$ cat config.mk
export PLATFORM = sky130hd
export DESIGN_NAME = spi_shift_xfer_flat
export DESIGN_NICKNAME = d
export VERILOG_FILES = /design/src/rtl/spi_shift_xfer_if.sv /design/src/rtl/spi_shift_xfer.sv /design/src/flat_wrapper.sv
export SDC_FILE = /design/constraint.sdc
export NUM_CORES = 1
export LEC_CHECK = 0
export BUFFER_PORTS_ARGS = -buffer_cell sky130_fd_sc_hd__buf_2
export CELL_PAD_IN_SITES_DETAIL_PLACEMENT = 1
export CELL_PAD_IN_SITES_GLOBAL_PLACEMENT = 1
export CORE_MARGIN = 1
export CORE_UTILIZATION = 46
export DETAILED_ROUTE_END_ITERATION = 16
export GPL_TIMING_DRIVEN = 0
export PLACE_DENSITY_LB_ADDON = 0.3
export REMOVE_ABC_BUFFERS = 1
export SLEW_MARGIN = 15
export SYNTH_ARGS = -nofsm -noshare
export SYNTH_HDL_FRONTEND = slang
export SYNTH_SLANG_ARGS = --single-unit
$ cat constraint.sdc
create_clock -name sclkn -period 3.42 [get_ports sclkn]
set_input_delay 0 -clock sclkn [delete_from_list [all_inputs] [get_ports sclkn]]
set_output_delay 0 -clock sclkn [all_outputs]
set_load 0.005 [all_outputs]
$ cat src/rtl/spi_shift_xfer_if.sv
// Bundle between the SD-card controller side and the SPI shift engine.
// master = controller/pad side, slave = shift engine.
interface spi_shift_xfer_if #(
    parameter int N = 8
);
    logic         start;
    logic [N-1:0] dataSe;
    logic         MISO;
    logic         MOSI;
    logic         cs_n;
    logic         sck_en;
    logic         busy;
    logic         done;
    logic [N-1:0] dataRe;

    modport master (
        output start,
        output dataSe,
        output MISO,
        input  MOSI,
        input  cs_n,
        input  sck_en,
        input  busy,
        input  done,
        input  dataRe
    );

    modport slave (
        input  start,
        input  dataSe,
        input  MISO,
        output MOSI,
        output cs_n,
        output sck_en,
        output busy,
        output done,
        output dataRe
    );
endinterface

$ cat src/rtl/spi_shift_xfer.sv
// Full-duplex SPI shift engine: N-bit word out on MOSI, N-bit word in
// from MISO, with chip-select / SCLK-gate timing and busy/done status.
module spi_shift_xfer #(
    parameter int N         = 8,
    parameter bit LSB_FIRST = 1'b0,
    parameter bit IDLE_MOSI = 1'b1
) (
    input logic             sclkn,
    input logic             reset,
    spi_shift_xfer_if.slave bus
);
    localparam int             CW   = $clog2(N) + 1;
    localparam logic [CW-1:0] LAST = CW'(N - 1);

    typedef enum logic {
        IDLE,
        SHIFT
    } state_t;

    state_t        state, state_nx;
    logic [CW-1:0] cnt, cnt_nx;
    logic [N-1:0]  tx, tx_nx;
    logic [N-1:0]  rx, rx_nx;
    logic [N-1:0]  re, re_nx;
    logic          mosi, mosi_nx;
    logic          csn, csn_nx;
    logic          sck, sck_nx;
    logic          busy, busy_nx;
    logic          done, done_nx;

    // Bit that goes on the wire next, taken from the leading end.
    function automatic logic head(input logic [N-1:0] w);
        return LSB_FIRST ? w[0] : w[N-1];
    endfunction

    // Drop the bit just sent so the next one sits at the leading end.
    function automatic logic [N-1:0] adv(input logic [N-1:0] w);
        return LSB_FIRST ? (w >> 1) : (w << 1);
    endfunction

    // Shift a received bit in; after N shifts the first bit lands in
    // dataRe[N-1] (MSB-first) or dataRe[0] (LSB-first).
    function automatic logic [N-1:0] ins(input logic [N-1:0] w,
                                         input logic b);
        return LSB_FIRST ? {b, w[N-1:1]} : {w[N-2:0], b};
    endfunction

    // State and datapath registers; reset aborts any transfer silently.
    always_ff @(posedge sclkn or posedge reset) begin
        if (reset) begin
            state <= IDLE;
            cnt   <= '0;
            tx    <= '0;
            rx    <= '0;
            re    <= '0;
            mosi  <= IDLE_MOSI;
            csn   <= 1'b1;
            sck   <= 1'b0;
            busy  <= 1'b0;
            done  <= 1'b0;
        end else begin
            state <= state_nx;
            cnt   <= cnt_nx;
            tx    <= tx_nx;
            rx    <= rx_nx;
            re    <= re_nx;
            mosi  <= mosi_nx;
            csn   <= csn_nx;
            sck   <= sck_nx;
            busy  <= busy_nx;
            done  <= done_nx;
        end
    end

    // Next-state and next-output logic; start is ignored outside IDLE.
    always_comb begin
        state_nx = state;
        cnt_nx   = cnt;
        tx_nx    = tx;
        rx_nx    = rx;
        re_nx    = re;
        mosi_nx  = mosi;
        csn_nx   = csn;
        sck_nx   = sck;
        busy_nx  = busy;
        done_nx  = 1'b0;
        unique case (state)
            IDLE: begin
                if (bus.start) begin
                    mosi_nx  = head(bus.dataSe);
                    tx_nx    = adv(bus.dataSe);
                    csn_nx   = 1'b0;
                    sck_nx   = 1'b1;
                    busy_nx  = 1'b1;
                    cnt_nx   = '0;
                    state_nx = SHIFT;
                end
            end
            SHIFT: begin
                rx_nx = ins(rx, bus.MISO);
                if (cnt == LAST) begin
                    mosi_nx  = IDLE_MOSI;
                    csn_nx   = 1'b1;
                    sck_nx   = 1'b0;
                    busy_nx  = 1'b0;
                    done_nx  = 1'b1;
                    re_nx    = ins(rx, bus.MISO);
                    cnt_nx   = '0;
                    state_nx = IDLE;
                end else begin
                    mosi_nx = head(tx);
                    tx_nx   = adv(tx);
                    cnt_nx  = cnt + CW'(1);
                end
            end
            default: state_nx = IDLE;
        endcase
    end

    assign bus.MOSI   = mosi;
    assign bus.cs_n   = csn;
    assign bus.sck_en = sck;
    assign bus.busy   = busy;
    assign bus.done   = done;
    assign bus.dataRe = re;
endmodule

$ cat src/flat_wrapper.sv
// flat-port wrapper written by rule: the top's interface ports become plain ports
module spi_shift_xfer_flat 
#(
    parameter int N         = 8,
    parameter bit LSB_FIRST = 1'b0,
    parameter bit IDLE_MOSI = 1'b1
)
  (sclkn, reset, bus_start, bus_dataSe, bus_MISO, bus_MOSI, bus_cs_n, bus_sck_en, bus_busy, bus_done, bus_dataRe);
  spi_shift_xfer_if #(.N(N)) bus_i ();
  input logic sclkn;
  input logic reset;
  input wire logic [$bits(bus_i.start)-1:0] bus_start;
  input wire logic [$bits(bus_i.dataSe)-1:0] bus_dataSe;
  input wire logic [$bits(bus_i.MISO)-1:0] bus_MISO;
  output wire logic [$bits(bus_i.MOSI)-1:0] bus_MOSI;
  output wire logic [$bits(bus_i.cs_n)-1:0] bus_cs_n;
  output wire logic [$bits(bus_i.sck_en)-1:0] bus_sck_en;
  output wire logic [$bits(bus_i.busy)-1:0] bus_busy;
  output wire logic [$bits(bus_i.done)-1:0] bus_done;
  output wire logic [$bits(bus_i.dataRe)-1:0] bus_dataRe;
  assign bus_i.start = bus_start;
  assign bus_i.dataSe = bus_dataSe;
  assign bus_i.MISO = bus_MISO;
  assign bus_MOSI = bus_i.MOSI;
  assign bus_cs_n = bus_i.cs_n;
  assign bus_sck_en = bus_i.sck_en;
  assign bus_busy = bus_i.busy;
  assign bus_done = bus_i.done;
  assign bus_dataRe = bus_i.dataRe;
  spi_shift_xfer #(.N(N), .LSB_FIRST(LSB_FIRST), .IDLE_MOSI(IDLE_MOSI)) u_core (.sclkn(sclkn), .reset(reset), .bus(bus_i));
endmodule
==> summary.txt, run 1 <==
Die
  – Core area: 2760 sq um
  – I/O pins: 25
  – Starting Density: 48.5%
  – # rows: 19
  – Die area: 3130 sq um
  – Die X: 56.0 um
  – Die H: 56.0 um

GRT
  – Gr ovfl total: 0
  – All-Layer GR Usage: 19.0%
  – Largest net degree at the start of global routing: 32
  – Vias in the first global route: 987
  – Wire length of the first global-routing pass: 4.42 mm
  – Antenna violations before repair: 0

Flow run
  – Reported max-cap violation count: 0

Placement
  – DP HPWL: 1.77 mm
  – Port Buf Inserts: 24
  – GPL Wtd Cong: 0.713

STA
  – Minimum clock period: 2.11 ns
  – Endpoints failing setup: 0
  – Final setup TNS: 0 ns
  – Hold Violations, Final: 0
  – Max-Slew Margin vs Limit: 26.3%
  – Worst Max-Slew Pin Slew: 1.11 ns
  – Final Cycle Share: 61.7%
  – Clock skew: 0.0119 ns
  – RSZ-0062 raised after global routing: no
  – Maximum clock rate: 0.474 GHz
  – Max-slew violations: 0
  – Worst hold margin: 0.0304 ns

Clock tree
  – Post-CTS Setup Repair Bufs: 0
  – CTS Sinks: 31
  – CTS clock-pin slew for the worst setup and hold paths: 0.09 ns
  – Post-CTS sizing: 0
  – Clock root cell: clkbuf_4
  – CTS tree: done
  – # hold bufs at CTS: 4
  – CTS buffer count: 5
  – CTS Buffer Depth: 2
  – Clock latency on the worst-skew pair: 0.33 ns
  – # H-tree levels: 2

Critical path
  – Flop2flop setup slack: 1.31 ns
  – WP buf/inv: 0
  – CP top delay family: flip-flops
  – CP Class: register to register
  – Worst reg2reg endpoint: u_core.tx[2]
  – Worst Setup End Kind: register
  – Critical Path RT: 3.63 ns
  – Worst r2r path cells: 3
  – Crit path launch: u_core.state
  – Startpoint Class: register
  – CP max stage delay: 1.08 ns
  – R2r startpoint: u_core.state
  – Worst-path fanout max: 27
  – Data arrival, critical path: 2.32 ns
  – Worst path cell trace: nor2_1, a21oi_4, mux2_2
  – Critical-path top delay cell: dfrtp_1

Hold path
  – Hold_sp: bus_dataSe[5]
  – Hold path endpoint: u_core.tx[6]
  – Hold Crit Class: input port to register
  – Min-Delay Path Depth: 3

Logic synthesis
  – Synth Instances: 99
  – Post-Synthesis Cell Area: 1340 sq um
  – Yosys warning count: 0
  – Seq/Total Area, Yosys: 58.1%
  – Yosys cell types: 26
  – Register bit total from synthesis: 31
  – Mapped Avg Cell Area: 13.5 sq um

Route
  – Initial DRC count: 26
  – DR WL/cell: 16.1 um
  – Final Routed Wirelength: 2.59 mm
  – TritonRoute pass-1 iters: 4
  – Antenna Violating Nets Remaining: 0
  – Vias per std cell: 5.41
  – Vias: 871
  – DRC: 0

Cells and area
  – Filler cells: 301
  – Commonest non-fill, non-tap cell in the layout: dfrtp_1
  – Diode count: 0
  – Final nets: 142
  – Area grow syn2layout: 18.4%
  – Layout cell share with drive strength beyond 1: 48.5%
  – Most frequent cells in the layout: dfrtp_1, mux2_2, buf_2, nor2_1, clkbuf_4

Pwr
  – Leak pwr: 0.767 nW
  – Total power: 1.46 mW
  – P per Cell Area: 919 nW/um^2
  – VDD IR max: 679 uV

Outcome
  – Outcome: completed
## report_power, final
part           internal (mW)  switching [mW]  leakage (nW)
registers              0.538           0.151         0.376
clock network          0.173           0.125        0.0482
logic                  0.283           0.188         0.343
## how the worst max path moves through the flow
stage | endpoint | slack, ns | cells past startpoint
2_1_floorplan | u_core.tx[2] | 1.65 | 3
3_3_place_gp | u_core.tx[4] | 1.37 | 3
3_5_place_dp | u_core.tx[2] | 1.34 | 3
4_1_cts | u_core.tx[2] | 1.32 | 3
5_1_grt | u_core.tx[5] | 1.14 | 3
6_report | u_core.tx[2] | 1.31 | 3
## worst reg2reg max path, cell delays in order (launching register included)
cell	delay (ns)
dfrtp_1	1.08
nor2_1	0.24
a21oi_4	0.30
mux2_2	0.38
## flip-flops by register name, indices dropped and copies added, names as in the netlist
| name | flops |
|---|---|
| u_core.cnt | 4 |
| u_core.bus.dataRe | 8 |
| u_core.state | 1 |
| u_core.tx | 7 |
| u_core.bus.done | 1 |
| u_core.rx | 7 |
| u_core.bus.cs_n | 1 |
| u_core.bus.MOSI | 1 |
| u_core.bus.busy | 1 |
## layer usage
metal  GRT usage, %  wire length (um)  vias to the layer above
met5              0                 0                        -
met3           7.21               108                        6
li1               -                 -                      405
met2           32.7              1390                       19
met1           21.8              1050                      441
met4           6.27                31                        0
## synth_stat cells (all sizes together)
cell type | count | area [sq um]
dfrtp | 29 | 726
mux2 | 26 | 293
o22ai | 1 | 6.26
a211oi | 1 | 7.51
o41ai | 1 | 8.76
a21oi | 4 | 31.3
nand2 | 5 | 35.0
dfstp | 2 | 52.6
nand3b | 1 | 7.51
buf | 5 | 38.8
and2 | 1 | 6.26
ha | 1 | 12.5
inv | 5 | 18.8
mux2i | 1 | 10.0
nor2 | 5 | 18.8
and3b | 1 | 8.76
nor2b | 1 | 6.26
a31oi | 1 | 6.26
nor3b | 1 | 7.51
o31ai | 1 | 7.51
nand3 | 2 | 10.0
o21ai | 4 | 20.0
## metrics by stage
step | util (%) | cell area [sq um] | worst slack (ns) | cells
floorplan | - | 1300 | 1.65 | 94
global placement | 52.9 | 1460 | 1.37 | 149
detailed placement | 52.9 | 1460 | 1.34 | 149
CTS | 57.5 | 1590 | 1.32 | 161
global route | 57.5 | 1590 | 1.14 | 161
finish | 57.5 | 1590 | 1.31 | 161
## cell type report
| class | count | area, sq um | share of cell area, % |
|---|---|---|---|
| flip-flops and latches | 31 | 778 | 49.1 |
| multi-input cells | 58 | 503 | 31.7 |
| repair buffers | 28 | 160 | 10.1 |
| clock buffers | 6 | 51.3 | 3.24 |
| well taps | 31 | 38.8 | 2.45 |
| clock inverters | 2 | 35.0 | 2.21 |
| inverters | 5 | 18.8 | 1.18 |
## logic make-up after synthesis
| group | share of synthesized area (%) |
|---|---|
| AND/OR/NAND/NOR | 7.48 |
| buffers and inverters | 4.30 |
| multiplexers | 22.6 |
| flip-flops | 58.1 |
| AO/OA/AOI/OAI | 6.54 |
| adder cells (fa/ha/maj) | 0.934 |
Note: power is estimated with default switching activity, not from simulation.
==> inputs of run 2 (changes only) <==
--- a/config.mk
+++ b/config.mk
@@ -5,11 +5,12 @@
 export SDC_FILE = /design/constraint.sdc
 export NUM_CORES = 1
 export LEC_CHECK = 0
+export ABC_AREA = 1
 export BUFFER_PORTS_ARGS = -buffer_cell sky130_fd_sc_hd__buf_2
 export CELL_PAD_IN_SITES_DETAIL_PLACEMENT = 1
 export CELL_PAD_IN_SITES_GLOBAL_PLACEMENT = 1
 export CORE_MARGIN = 1
-export CORE_UTILIZATION = 46
+export CORE_UTILIZATION = 36
 export DETAILED_ROUTE_END_ITERATION = 16
 export GPL_TIMING_DRIVEN = 0
 export PLACE_DENSITY_LB_ADDON = 0.3
==> constraint.sdc (replaced) <==
create_clock -name sclkn -period 1.86 [get_ports sclkn]
set_input_delay 0 -clock sclkn [delete_from_list [all_inputs] [get_ports sclkn]]
set_output_delay 0 -clock sclkn [all_outputs]
set_load 0.005 [all_outputs]
==> run 2 against run 1 <==
  * Register-to-register slack worse by 1.1 ns
  * Highest routed layer unchanged
  * Non-clock buffer count stayed put
  * First-iteration DRC count is 7.7% higher
  * Fmax is 26% higher
==> summary.txt, run 2 <==
Die
  – Starting Density: 37.3% (was 48.5%)
  – Die H: 63.6 um (was 56.0 um)
  – Die X: 63.6 um (was 56.0 um)
  – I/O pins: 25 (unchanged)
  – Core area: 3660 sq um (was 2760 sq um)
  – # rows: 22 (was 19)
  – Die area: 4040 sq um (was 3130 sq um)

Cells and area
  – Largest register FFs: 8 (unchanged)
  – Diode count: 0 (unchanged)
  – Area grow syn2layout: 18.7% (was 18.4%)
  – Most frequent cells in the layout: nand2_1, dfrtp_1, buf_2, inv_1, o21ai_0 (was dfrtp_1, mux2_2, buf_2, nor2_1, clkbuf_4)
  – Final nets: 195 (was 142)
  – Commonest non-fill, non-tap cell in the layout: nand2_1 (was dfrtp_1)
  – Layout cell share with drive strength beyond 1: 24.0% (was 48.5%)

GRT
  – All-Layer GR Usage: 16.7% (was 19.0%)
  – Largest net degree at the start of global routing: 32 (unchanged)
  – Gr ovfl total: 0 (unchanged)
  – Wire length of the first global-routing pass: 5.10 mm (was 4.42 mm)
  – Antenna violations before repair: 0 (unchanged)
  – Vias in the first global route: 1141 (was 987)

Critical path
  – Worst r2r path cells: 4 (was 3)
  – CP Class: register to register (unchanged)
  – Critical-path top delay cell: dfrtp_2 (was dfrtp_1)
  – Cell mode on critical path: nand2_1
  – Worst Setup End Kind: register (unchanged)
  – Worst path cell trace: nand4_4, nand2_2, nand2_1, nand2_1 (was nor2_1, a21oi_4, mux2_2)
  – Data arrival, critical path: 1.90 ns (was 2.32 ns)
  – Startpoint Class: register (unchanged)
  – Critical Path RT: 2.08 ns (was 3.63 ns)
  – Worst-path fanout max: 29 (was 27)
  – Flop2flop setup slack: 0.19 ns (was 1.31 ns)
  – Worst reg2reg endpoint: u_core.tx[5] (was u_core.tx[2])
  – R2r startpoint: u_core.state (unchanged)
  – CP max stage delay: 0.68 ns (was 1.08 ns)

STA
  – Max-slew violations: 0 (unchanged)
  – Final setup TNS: 0 ns (unchanged)
  – Max-Slew Margin vs Limit: 56.7% (was 26.3%)
  – Hold Violations, Final: 0 (unchanged)
  – Minimum clock period: 1.67 ns (was 2.11 ns)
  – Crit path setup slack, layout: 0.186 ns (was 1.31 ns)
  – Endpoints failing setup: 0 (unchanged)
  – RSZ-0062 raised after global routing: no (unchanged)
  – Worst Max-Slew Pin Slew: 0.648 ns (was 1.11 ns)
  – Final Cycle Share: 90.0% (was 61.7%)
  – Maximum clock rate: 0.597 GHz (was 0.474 GHz)
  – Clock skew: 0.00658 ns (was 0.0119 ns)

Logic synthesis
  – Asr flop ratio synth: 100% (unchanged)
  – Commonest cells post-synth: nand2_1, dfrtp_1, inv_1, o21ai_0, nand3_1 (was dfrtp_1, mux2_2, inv_1, nor2_1)
  – Number of synthesized flops with an enable pin: 0 (unchanged)
  – Mapped Avg Cell Area: 8.92 sq um (was 13.5 sq um)
  – Register bit total from synthesis: 31 (unchanged)
  – Yosys top cell area share: 53.2% (was 54.2%)
  – Ranking of synthesized cells by area: dfrtp_1, nand2_1, inv_1 (was dfrtp_1, mux2_2, dfstp_2)
  – XOR/XNOR share of the synthesized area: 0.642% (was 0%)
  – Multiplexer area fraction after synthesis: 0% (was 22.6%)
  – Adder-Cell Fraction of Synth Area: 0.917% (was 0.935%)
  – Largest family of logic cells by synthesized area: simple AND/OR/NAND/NOR gates (was multiplexers)
  – Synth Area in Simple Gates: 24.1% (was 7.48%)
  – Synth Area in Compound Gates: 9.17% (was 6.54%)
  – Synth Instances: 153 (was 99)
  – Yosys warning count: 0 (unchanged)
  – Most common cell in the netlist: nand2_1 (was dfrtp_1)
  – Post-Synthesis Cell Area: 1370 sq um (was 1340 sq um)
  – Synth area leader: dfrtp_1 (unchanged)
  – Yosys cell types: 19 (was 26)
  – Ys flop type: dfrtp_1 (unchanged)
  – Seq/Total Area, Yosys: 57.0% (was 58.1%)

Route
  – Initial DRC count: 28 (was 26)
  – Vias: 1058 (was 871)
  – TritonRoute pass-1 iters: 3 (was 4)
  – Antenna Violating Nets Remaining: 0 (unchanged)
  – DRC: 0 (unchanged)
  – Vias per std cell: 4.58 (was 5.41)
  – Final Routed Wirelength: 2.90 mm (was 2.59 mm)
  – DR WL/cell: 12.5 um (was 16.1 um)

Hold path
  – Hold Crit Class: input port to register (unchanged)
  – Hold path endpoint: u_core.tx[5] (was u_core.tx[6])
  – Min-Delay Path Depth: 5 (was 3)
  – Hold_sp: bus_dataSe[4] (was bus_dataSe[5])

Pwr
  – Total power: 2.69 mW (was 1.46 mW)
  – Leak pwr: 0.878 nW (was 0.767 nW)
  – P per Cell Area: 1660 nW/um^2 (was 919 nW/um^2)
  – VDD IR max: 567 uV (was 679 uV)

Placement
  – DP HPWL: 1.92 mm (was 1.77 mm)
  – Pre-CTS WS: -0.176 ns (was 1.34 ns)
  – Port Buf Inserts: 24 (unchanged)
  – GPL Wtd Cong: 0.695 (was 0.713)

Clock tree
  – Post-CTS Setup Repair Bufs: 0 (unchanged)
  – CTS Sinks: 31 (unchanged)
  – Clock root cell: clkbuf_8 (was clkbuf_4)
  – Clock latency on the worst-skew pair: 0.28 ns (was 0.33 ns)
  – # H-tree levels: 2 (unchanged)
  – CTS tree: done (unchanged)
  – CTS buffer count: 5 (unchanged)
  – CTS Buffer Depth: 2 (unchanged)
  – CTS clock-pin slew for the worst setup and hold paths: 0.07 ns (was 0.09 ns)

Flow run
  – Reported max-cap violation count: 0 (unchanged)

Outcome
  – Outcome: completed (unchanged)
## run 2: cell count changes in the layout (fill, tap and decap cells not counted), sizes merged, moves of 2 or more
cell   delta
a21oi     -4
inv      +12
mux2     -26
nand2    +58
nand3     +7
nand4     +2
o21ai    +14
## run 2: area by class of cell
cell class | count | area [sq um]
clock buffers | 7 | 76.3
clock inverters | 1 | 5.00
fillers | 454 | 2040
inverters | 17 | 63.8
multi-input cells | 99 | 475
flip-flops and latches | 31 | 779
well taps | 48 | 60.1
repair buffers | 28 | 160
## run 2: worst max-delay path by stage
stage / from / end / slack (ns) / cells after the start
after floorplan: u_core.state / u_core.tx[2] / 0.33 / 4
after global placement: u_core.state / u_core.tx[4] / -0.14 / 4
after detailed placement: u_core.state / u_core.tx[5] / -0.18 / 4
after CTS: u_core.state / u_core.tx[5] / 0.15 / 4
after global routing: u_core.state / u_core.tx[5] / 0.03 / 4
final: u_core.state / u_core.tx[5] / 0.19 / 4
## run 2: what timing repair did
action                                  in CTS  in global routing
endpoints found under the setup margin      17                  0
endpoints found under the hold margin        4                 29
hold buffers                                 3                  1
gates resized for setup                      1                  0
## run 2: cells by family after synthesis
kind of cell / Yosys count
AOI/OAI and AO/OA: 19
and+or+nand+nor: 78
xor gates and xnor gates: 1
adders and majority gates: 1
buffers and inverters: 23
DFF: 31
## run 2: stage by stage
step	util, %	hold slack [ns]	cells	cell area, sq um
5_1_grt	44.3	0.0782	231	1620
6_report	44.3	0.0470	231	1620
3_5_place_dp	40.9	0.226	219	1500
4_1_cts	44.0	0.0445	230	1610
3_3_place_gp	40.9	0.213	219	1500
2_1_floorplan	-	0.102	147	1320
## run 2: per-layer routing
| metal | vias to the layer above | global-route usage, % | routed length, um |
|---|---|---|---|
| met5 | - | 0 | 0 |
| met4 | 0 | 7.39 | 47 |
| met3 | 5 | 6.16 | 120 |
| met2 | 21 | 27.4 | 1420 |
| met1 | 500 | 19.4 | 1320 |
| li1 | 532 | - | - |
## run 2: where the power goes
| group | switching [mW] | total (mW) | internal (mW) |
|---|---|---|---|
| clock network | 0.244 | 0.506 | 0.262 |
| logic | 0.544 | 0.941 | 0.397 |
| registers | 0.258 | 1.25 | 0.987 |
| total | 1.05 | 2.69 | 1.65 |
## run 2: critical path, delay by kind of cell (launching register included)
kind,cells,cell delay [ns]
and+or+nand+nor,4,0.93
DFF,1,0.68
